--- src/rtl/tff_counter_ctrl_pkg.sv ---
// Shared types and next-count arithmetic for T-FF based modulo counters.
package tff_counter_ctrl_pkg;

  // Operation selected by the priority decode (load > en > hold).
  typedef enum logic [1:0] {
    HOLD = 2'd0,
    UP   = 2'd1,
    DOWN = 2'd2,
    LOAD = 2'd3
  } mode_e;

  // Next count for a modulo counter, computed on 32-bit values.
  // The caller truncates the result to its own width.
  // An illegal current value (>= modulus) counting up goes straight to 0,
  // so the counter cannot get stuck outside its range.
  function automatic logic [31:0] next_count(input mode_e mode,
                                             input logic [31:0] q,
                                             input logic [31:0] din,
                                             input logic [31:0] modulus);
    logic [31:0] res;
    res = q;
    case (mode)
      LOAD:    res = (din < modulus) ? din : 32'd0;
      UP:      res = (q >= modulus - 32'd1) ? 32'd0 : q + 32'd1;
      DOWN:    res = (q == 32'd0) ? modulus - 32'd1 : q - 32'd1;
      default: res = q;
    endcase
    return res;
  endfunction

endpackage

--- src/rtl/tff_cell.sv ---
// Single T flip-flop with complementary outputs and async active-low reset.
module tff_cell (
  input  logic clk,
  input  logic rst,
  input  logic t,
  output logic q,
  output logic qb
);

  // Invert on a rising edge when t is high; clear immediately on reset.
  always_ff @(posedge clk or negedge rst) begin
    if (!rst) q <= 1'b0;
    else if (t) q <= ~q;
  end

  assign qb = ~q;

endmodule

--- src/rtl/tff_counter_ctrl.sv ---
// Modulo-N up/down counter with parallel load, built from a bank of T
// flip-flops. The controller only decodes the next count and turns it into a
// toggle vector; every state bit lives in a tff_cell.
// MODULUS is expected to satisfy 2 <= MODULUS <= 2**WIDTH, WIDTH < 32.
module tff_counter_ctrl
  import tff_counter_ctrl_pkg::*;
#(
  parameter int WIDTH   = 4,
  parameter int MODULUS = 10
) (
  input  logic             clk,
  input  logic             rst,
  input  logic             en,
  input  logic             up,
  input  logic             load,
  input  logic [WIDTH-1:0] din,
  output logic [WIDTH-1:0] q,
  output logic [WIDTH-1:0] t_vec,
  output logic             tc
);

  localparam logic [WIDTH-1:0] MAX_VAL = WIDTH'(MODULUS - 1);

  mode_e            mode;
  logic [WIDTH-1:0] q_n;
  logic [WIDTH-1:0] qb_bank;
  logic             is_zero;
  logic             is_max;

  // Priority decode: load beats count enable, otherwise hold.
  always_comb begin
    mode = HOLD;
    if (load)    mode = LOAD;
    else if (en) mode = up ? UP : DOWN;
  end

  // Next count and the toggle vector that moves the bank to it.
  // Under reset the bank is being cleared, so no toggles are requested.
  always_comb begin
    q_n   = WIDTH'(next_count(mode, 32'(q), 32'(din), 32'(MODULUS)));
    t_vec = rst ? (q ^ q_n) : '0;
  end

  // Zero detect uses the complementary outputs of the bank directly.
  assign is_zero = &qb_bank;
  assign is_max  = (q == MAX_VAL);

  // Carry out for cascading: high in the cycle whose closing edge wraps.
  assign tc = rst & en & ~load & ((up & is_max) | (~up & is_zero));

  // One T flip-flop per count bit.
  for (genvar i = 0; i < WIDTH; i++) begin : g_bank
    tff_cell u_cell (
      .clk (clk),
      .rst (rst),
      .t   (t_vec[i]),
      .q   (q[i]),
      .qb  (qb_bank[i])
    );
  end

endmodule

--- config.mk ---
export PLATFORM = sky130hd
export DESIGN_NAME = tff_counter_ctrl
export DESIGN_NICKNAME = d
export VERILOG_FILES = /design/src/rtl/tff_counter_ctrl_pkg.sv /design/src/rtl/tff_cell.sv /design/src/rtl/tff_counter_ctrl.sv
export SDC_FILE = /design/constraint.sdc
export NUM_CORES = 1
export LEC_CHECK = 0
export BUFFER_PORTS_ARGS = -buffer_cell sky130_fd_sc_hd__buf_2
export CORE_AREA = 2 2 39 41
export DETAILED_ROUTE_END_ITERATION = 7
export DIE_AREA = 0 0 41 43
export PLACE_DENSITY = 0.74
export SLEW_MARGIN = 5
export SYNTH_ARGS = -nofsm -noshare
export SYNTH_HDL_FRONTEND = slang
export SYNTH_SLANG_ARGS = --single-unit
--- constraint.sdc ---
create_clock -name clk -period 2.49 [get_ports clk]
set_input_delay 0.3735 -clock clk [delete_from_list [all_inputs] [get_ports clk]]
set_output_delay 0.3735 -clock clk [all_outputs]
set_load 0.005 [all_outputs]
==> results of run 1 <==
synth_stat cells (all sizes together):
library cell and number:
nand2 4, ha 4, nor2 7, o31ai 2, dfrtp 4, a211oi 2, o31a 1, nor3 2
buf 12, a221oi 1, o22ai 1, nand3b 3, and4 1, xnor2 2, a21oi 6, a31oi 2
and3 1, or4b 1, nand4b 1, inv 5, o21a 1, nor3b 2, or3b 2, nand2b 2
or3 1, mux2i 1, nand3 2, a311oi 1, o2bb2ai 1, o21ai 7, a21o 1
power breakdown:
part           internal (mW)  switching [mW]
clock network         0.0540          0.0287
logic                  0.121           0.128
registers             0.0772          0.0166
final cells by class:
| class | count | area, sq um |
|---|---|---|
| clock buffers | 3 | 22.52 |
| fillers | 139 | 624.3 |
| inverters | 5 | 21.27 |
| multi-input cells | 62 | 452.9 |
| flip-flops and latches | 4 | 102.6 |
| well taps | 16 | 20.02 |
| repair buffers | 24 | 140.1 |
logic make-up (layout without fill, tap and decap cells):
family | after synthesis | in the layout | share of synthesized area, %
simple gates | 29 | 29 | 27.31
compound gates | 26 | 26 | 27.51
buf+inv | 17 | 32 | 17.29
fa+ha+maj | 4 | 4 | 7.859
flops | 4 | 4 | 15.72
xor+xnor | 2 | 2 | 2.751
mux | 1 | 1 | 1.572
stage by stage:
stage | hold WS, ns | util (%) | cells | power [mW]
after floorplan | 0.07791 | - | 83 | 0.2549
after global placement | 0.2014 | 48.64 | 107 | 0.2892
after detailed placement | 0.2055 | 48.64 | 107 | 0.2940
after CTS | 0.4920 | 51.27 | 111 | 0.3810
after global routing | 0.5203 | 54.88 | 114 | 0.4586
final | 0.4923 | 54.88 | 114 | 0.4251
worst paths after layout:
kind                       slack [ns]            endpoint
max reg2reg                      0.66  g_bank[0].u_cell.q
max                              0.07            t_vec[3]
min                              0.49  g_bank[0].u_cell.q
min in group asynchronous        0.50  g_bank[0].u_cell.q
max in group asynchronous        1.83  g_bank[1].u_cell.q
min reg2reg                      0.64  g_bank[1].u_cell.q
worst max-delay path: cells and delay by family, from the launching register on:
kind            cells  cell delay [ns]
mux                 1             0.21
simple gates        1             0.50
flops               1             0.41
buf+inv             2             0.27
compound gates      2             0.42
timing repair:
action	in CTS	in global routing
endpoints found under the setup margin	3	4
gates resized for setup	4	7
setup buffers	0	3
hold endpoints to repair	4	0
hold buffers	1	0
routing by layer:
| layer | track usage [%] | share of wire [%] | vias to the layer above |
|---|---|---|---|
| met5 | 0 | 0 | - |
| met4 | 14.67 | 2.8 | 0 |
| met3 | 1.571 | 3.7 | 5 |
| met2 | 30.31 | 51 | 19 |
| met1 | 22.04 | 42 | 302 |
| li1 | - | - | 326 |
==> flow_summary.ini, run 1 <==
[cts]
clockBufferDepth = 2
cts.clk_slew.worst_paths_ns = 0.03
numCtsBuffers = 3
cts_root_buf = clkbuf_4
insertion_delay_ns = 0.24
cts_tree = built
clock_sinks = 4
h-tree-depth = 1

[min_path]
hp-class = primary input to flop
hold_start = din[0]
min_path_cells = 3

[global_route]
grt_overflow = 0
antenna_found_initial = 0
grt_max_degree = 14
grt_pass1_wl_mm = 2.290
grt_pass1_vias = 577
grt_util_all_layers_pct = 19.14

[placed_design]
gp_congestion = 0.8996
port_buffers = 17
dp_slack_ns = 0.1897
dpl.hpwl_mm = 1.178
postPlaceCellArea_sq_um = 673.1

[yosys]
syn_nets = 96
yosysTopAreaCell = dfrtp_1
synthCells = 83
syn_area_sq_um = 636.9
synth_area_leaders = dfrtp_1, buf_4, ha_1
seq_area_frac_synth_pct = 15.72
syn_avg_cell_area_sq_um = 7.673
ys_ff_latch = 4
yosys_warnings = 0
synthDominantCellAreaShare_pct = 15.72
ys_types = 37

[timing]
slew_headroom_pct = 67.79
finalCritPeriodShare_pct = 97.28
setup_slack_ns = 0.06765
fin_setup_tns_ns = 0
worst_pin_slew_ns = 0.4799
period_minus_slack_ns = 2.422
drv_slew = 0
fmax_mhz = 412.8
setup_viol = 0
hold_viol = 0
fin_skew_ns = 0.00008990

[final_layout]
fin_area_sq_um = 759.5
final_common_cell = buf_2
drive_gt1_share_pct = 38.78
diodes = 0
layout_common_cells = buf_2, nor2_1, o21ai_0, buf_4, a21oi_1
reg.largest.list = g_bank.u_cell.q (4)
regMostFlops = g_bank.u_cell.q
largest_reg_flops = 4
final_nets = 113
area_delta_synth_final_pct = 19.25

[worst_setup_path]
cp_max_fo = 4
worstSetupStartpointType = flop
timing.critical_path.from = g_bank[1].u_cell.q
required_ns = 2.12
r2r-start = g_bank[0].u_cell.q
critical_path_arrival_ns = 2.05
crit_path_max_incr_delay_ns = 0.50
ff2ff_path_depth = 6
crit_type = flop to output port
worst_setup_path_end_kind = output port
worstPathCellList = buf_4 > or4b_1 > o31a_1 > a221oi_2 > mux2i_1 > buf_2
cpMaxStageDelayCell = or4b_1

[routing]
routedWlPerCell_microns = 14.25
routed_via_density = 5.719
drt.antenna.violating_nets = 0
drtPass1Iterations = 4
drt_iter0_markers = 11
wl_mm = 1.624
route.detailed.drc = 0
num_vias = 652

[floorplanning]
die-height_microns = 43
die-width_microns = 41
pin_count = 18
start_util_pct = 46.02
die-area_sq_um = 1763
core.rowCount = 14
core_sq_um = 1384

[power_and_ir_drop]
vdd_ir_drop_max_uv = 176.2
leakagePower_nw = 0.3337
powerDensity_nw_per_um2 = 559.8

[flow_run]
maxCapViolations = 0

[status]
status = finished clean
(Power assumes the default switching activity.)
==> run 2, diff against run 1 <==
==> constraint.sdc (replaced) <==
create_clock -name clk -period 2.49 [get_ports clk]
set_input_delay 0.1245 -clock clk [delete_from_list [all_inputs] [get_ports clk]]
set_output_delay 0.1245 -clock clk [all_outputs]
set_load 0.005 [all_outputs]
==> run 2 against run 1 <==
Die area stayed put. Routed wire length is 12% lower. Clock power is 3.4% lower. Sequential power is 1% higher. Cell count is 4.4% lower. Core utilization is 4.6 points lower. Clock skew is 0.0021 ns higher. Register-to-register slack worse by 0.21 ns. Non-clock buffer count is 5 lower. Power is 13% lower.
==> flow_summary.ini, run 2 (same netlist as run 1, synthesis figures left out) <==
[status]
status = finished clean

[floorplanning]
die-area_sq_um = 1763
start_util_pct = 46.02
core_sq_um = 1384
die-width_microns = 41
core.rowCount = 14
die-height_microns = 43
pin_count = 18

[final_layout]
area_delta_synth_final_pct = 9.234
regMostFlops = g_bank.u_cell.q
layout_common_cells = buf_2, nor2_1, a21oi_1, o21ai_0, inv_1
num-fill-cells = 149
largest_reg_flops = 4
final_nets = 108
regArea_sq_um = 100.1
layout.cells.non_filler = 109
drive_gt1_share_pct = 26.88
reg.largest.list = g_bank.u_cell.q (4)
final_common_cell = buf_2
multi_input_area_sq_um = 431.7
diodes = 0

[timing]
slew_headroom_pct = 64.87
setup_viol = 0
fin_skew_ns = 0.002232
hold_viol = 0
fin_setup_tns_ns = 0
rsz0062_at_grt = false
drv_slew = 0
finalCritPeriodShare_pct = 93.61
worst_pin_slew_ns = 0.5234
period_minus_slack_ns = 2.331
fmax_mhz = 429.0

[cts]
cts_tree = built
clockBufferDepth = 2
cts.clk_slew.worst_paths_ns = 0.04
numCtsBuffers = 3
insertion_delay_ns = 0.23
clock_sinks = 4
h-tree-depth = 1
cts_root_buf = clkbuf_4

[worst_setup_path]
worst_setup_path_end_kind = output port
required_ns = 2.37
worstSetupStartpointType = flop
crit_type = flop to output port
critical_path_arrival_ns = 2.21
cp_max_fo = 8

[flow_run]
maxCapViolations = 0

[power_and_ir_drop]
vdd_ir_drop_max_uv = 165.5
leakagePower_nw = 0.3125
powerDensity_nw_per_um2 = 532.3

[routing]
drtPass1Iterations = 4
route.detailed.drc = 0
routedWlPerCell_microns = 13.17
num_vias = 634
routed_via_density = 5.817
drt.antenna.violating_nets = 0
wl_mm = 1.435
drt_iter0_markers = 19

[global_route]
grt_pass1_vias = 569
grt_pass1_wl_mm = 2.263
grt_overflow = 0
grt_max_degree = 14
grt_util_all_layers_pct = 18.66
antenna_found_initial = 0

[placed_design]
gp_congestion = 0.9332
dpl.hpwl_mm = 1.055
dp.cells = 105
port_buffers = 17

[min_path]
hp-class = primary input to flop
[run 2: changes by cell type in the layout (fill, tap and decap cells not counted)]
cell,before,now
buf_4,6,1
inv_2,1,0
ha_1,2,4
inv_4,1,0
a21oi_1,5,6
or3b_4,1,0
inv_1,3,5
a21oi_2,1,0
ha_4,1,0
ha_2,1,0
dfrtp_1,2,4
or3b_1,1,2
dfrtp_2,2,0
[run 2: final timing paths]
kind / start / endpoint / slack, ns / cells past startpoint
hold / removal: din[0] / g_bank[0].u_cell.q / 0.25 / 3
setup / recovery: g_bank[0].u_cell.q / t_vec[0] / 0.16 / 7
max in group asynchronous: rst / g_bank[0].u_cell.q / 2.07 / 2
hold reg to reg: g_bank[0].u_cell.q / g_bank[0].u_cell.q / 0.68 / 2
setup reg to reg: g_bank[0].u_cell.q / g_bank[0].u_cell.q / 0.45 / 6
min in group asynchronous: rst / g_bank[2].u_cell.q / 0.26 / 2
[run 2: worst max-delay path, cell delays in order (launching register included)]
cell and delay [ns]:
dfrtp_1 0.45, inv_1 0.18, ha_1 0.26, or3b_1 0.43
a21o_1 0.22, and4_1 0.19, nor3_1 0.11, buf_2 0.13
[run 2: cell type report]
type                    instances  share of cell area [%]
multi-input cells              62                   62.05
repair buffers                 19                   14.75
flip-flops and latches          4                   14.39
clock buffers                   3                   3.237
well taps                      16                   2.878
inverters                       5                   2.698
[run 2: report_power, final]
part | internal, mW | switching (mW)
combinational | 0.0853 | 0.110
sequential | 0.0758 | 0.0194
clock | 0.0539 | 0.0261
[run 2: timing repair]
item	4_1_cts	5_1_grt
gates resized for setup	0	1
hold buffers	1	0
setup endpoints to repair	0	1
setup buffers	0	0
hold endpoints to repair	4	0
[run 2: stage by stage]
stage	hold slack (ns)	power [mW]	setup slack, ns	instance area, sq um	utilization [%]
3_3_place_gp	-0.04571	0.2796	0.4443	658.1	47.56
4_1_cts	0.2398	0.3666	0.1404	690.7	49.91
5_1_grt	0.2720	0.4017	0.01530	695.7	50.27
2_1_floorplan	-0.1711	0.2549	0.5849	636.9	-
6_report	0.2535	0.3703	0.1592	695.7	50.27
3_5_place_dp	-0.04171	0.2812	0.3960	658.1	47.56
[run 2: per-layer routing]
metal,GRT usage [%],vias to the layer above,routed length [microns],part of all wire (%)
met4,14.67,0,23,1.6
li1,-,317,-,-
met2,27.19,19,713,50
met5,0,-,0,0
met1,24.04,296,642,45
met3,1.047,2,56,3.9
==> run 3, diff against run 2 <==
Settings changed: PLACE_DENSITY 0.74 to not set, SYNTH_HIERARCHICAL set to 1.
==> run 3 against run 2 <==
First-iteration DRC count up 84%. Area after synthesis decreased by 21%. Routed wire length fell by 12%. Die area unchanged. Worst hold slack lost 0.019 ns. Clock power up 0.9%. Cell count shrank 2.8%. Core utilization fell by 0.72 points. Sequential share of layout area rose by 0.39 points. Critical path type unchanged.
==> flow_summary.ini, run 3 <==
[timing]
setup_slack_ns = 0.09695
hold_viol = 0
slew_headroom_pct = 56.52
fmax_mhz = 417.9
worst_pin_slew_ns = 0.6454
setup_viol = 0
finalCritPeriodShare_pct = 96.11
whs_ns = 0.2344
drv_slew = 0
fin_skew_ns = 0.006756
period_minus_slack_ns = 2.393

[cts]
h-tree-depth = 1
clock_sinks = 4
cts.clk_slew.worst_paths_ns = 0.04
insertion_delay_ns = 0.24
cts_tree = built
clockBufferDepth = 2
cts_root_buf = clkbuf_4
numCtsBuffers = 3

[placed_design]
dp.cells = 98
dp_slack_ns = 0.2041
dpl.hpwl_microns = 976.7
gp_congestion = 0.8103
postPlaceCellArea_sq_um = 616.8
port_buffers = 17

[global_route]
antenna_found_initial = 0
grt_overflow = 0
grt_pass1_wl_mm = 1.890
grt_pass1_vias = 453
grt_max_degree = 12
grt_util_all_layers_pct = 15.69

[yosys]
synthSimpleGateAreaFrac_pct = 30.77
ys_types = 32
netlist_top_cells_count = inv_1, nor2_1, o21ai_0
syn_avg_cell_area_sq_um = 7.879
synth_edf_count = 0
synth_area_leaders = dfrtp_1, ha_1, xor2_1
yosys_warnings = 6
yosysTopAreaCell = dfrtp_1
synth_mux_area_share_pct = 2.233
ys_ff_latch = 4
synth-adder-area-share_pct = 9.926
syn_nets = 77
yosysMostFrequentCell = inv_1
synth-xor-area-share_pct = 6.948
ys.flop_type = dfrtp_1
synthDominantCellAreaShare_pct = 19.85
synth-async-reset-ratio_pct = 100.0
syn_area_sq_um = 504.2
synth_top_family_by_area = simple AND/OR/NAND/NOR gates
synth_compound_area_share_pct = 23.57
synthCells = 64
seq_area_frac_synth_pct = 19.85

[routing]
routed_via_density = 5.538
drtPass1Iterations = 4
route.detailed.drc = 0
routedWlPerCell_microns = 11.88
drt.antenna.violating_nets = 0
drt_iter0_markers = 35
wl_mm = 1.259
num_vias = 587

[floorplanning]
die-width_microns = 41
die-area_sq_um = 1763
core_sq_um = 1384
pin_count = 18
die-height_microns = 43
core.rowCount = 14
start_util_pct = 36.44

[worst_setup_path]
critical_path_arrival_ns = 2.27
crit_type = flop to output port
crit_path_max_incr_delay_ns = 0.44
worst_setup_path_end_kind = output port
path_delay_family = flip-flops
cpMaxStageDelayCell = dfrtp_2
worstPathCellList = inv_2 > ha_2 > or3b_4 > o21a_1 > a222oi_1 > mux2_2 > buf_2
crit_buf_inv = 2
cp_max_fo = 7
required_ns = 2.37
worstSetupStartpointType = flop

[final_layout]
regArea_sq_um = 101.3
area_delta_synth_final_pct = 35.98
multi_input_area_sq_um = 375.4
layout.cells.non_filler = 106
final_common_cell = buf_2
largest_reg_flops = 4
fin_area_sq_um = 685.7
drive_gt1_share_pct = 34.44
layout_common_cells = buf_2, inv_1, o21ai_0, nor2_1, buf_4
diodes = 0
regMostFlops = g_bank.u_cell/q
num-fill-cells = 141
final_nets = 105
reg.largest.list = g_bank.u_cell/q (4)

[min_path]
hp-class = primary input to asynchronous set/reset pin

[flow_run]
maxCapViolations = 0

[power_and_ir_drop]
leakagePower_nw = 0.3477
powerDensity_nw_per_um2 = 1009
vdd_ir_drop_max_uv = 632.4
design_power_total_mw = 0.6918

[status]
status = finished clean
## run 3: cell count changes after synthesis, sizes merged, moves of 3 or more
cell and delta:
inv +4, buf -12, nand2 -3, a21oi -4, xor2 +4
## run 3: final cells by class
type	count	area share, %
clock buffer	3	3.285
multi-input combinational	51	54.74
inverter	9	4.927
timing repair buffer	23	19.34
tap	16	2.920
sequential	4	14.78
## run 3: path summary, 6_finish.rpt
check | from | end | slack, ns | cells after the start
max | g_bank[0].u_cell/q | t_vec[1] | 0.1 | 7
max reg2reg | g_bank[0].u_cell/q | g_bank[1].u_cell/q | 0.33 | 7
min | rst | g_bank[3].u_cell/q | 0.23 | 2
min reg2reg | g_bank[1].u_cell/q | g_bank[1].u_cell/q | 0.61 | 2
max in group asynchronous | rst | g_bank[0].u_cell/q | 2.10 | 2
min in group clk | din[1] | g_bank[1].u_cell/q | 0.42 | 4
## run 3: cell families after synthesis
family / count (synthesis)
buffers and inverters: 9
adders and majority gates: 4
muxes: 1
DFF: 4
AOI/OAI and AO/OA: 17
and+or+nand+nor: 25
xor gates and xnor gates: 4
## run 3: per-stage QoR
step,TNS [ns],utilization [%]
global placement,0,44.57
floorplan,0,-
global route,-0.003811,49.55
finish,0,49.55
detailed placement,0,44.57
CTS,0,47.02
## run 3: power by group
group | total (mW) | switching [mW] | internal, mW
clock | 0.0807 | 0.0268 | 0.0539
sequential | 0.170 | 0.0677 | 0.102
combinational | 0.441 | 0.213 | 0.228
total | 0.692 | 0.308 | 0.384
## run 3: per-layer routing
metal	part of all wire [%]	track usage (%)	up-vias	wire (microns)
met2	48	23.44	27	603
met4	0	2.000	0	0
met5	0	0	-	0
met3	9.9	7.853	0	125
met1	42	20.39	272	531
li1	-	-	288	-
## run 3: repair_timing
item | CTS | global route
setup endpoints to repair | 2 | 3
setup buffers | 0 | 4
resized for setup | 1 | 5
pin swaps | 0 | 1
hold endpoints to repair | 4 | 0
hold buffers | 1 | 0
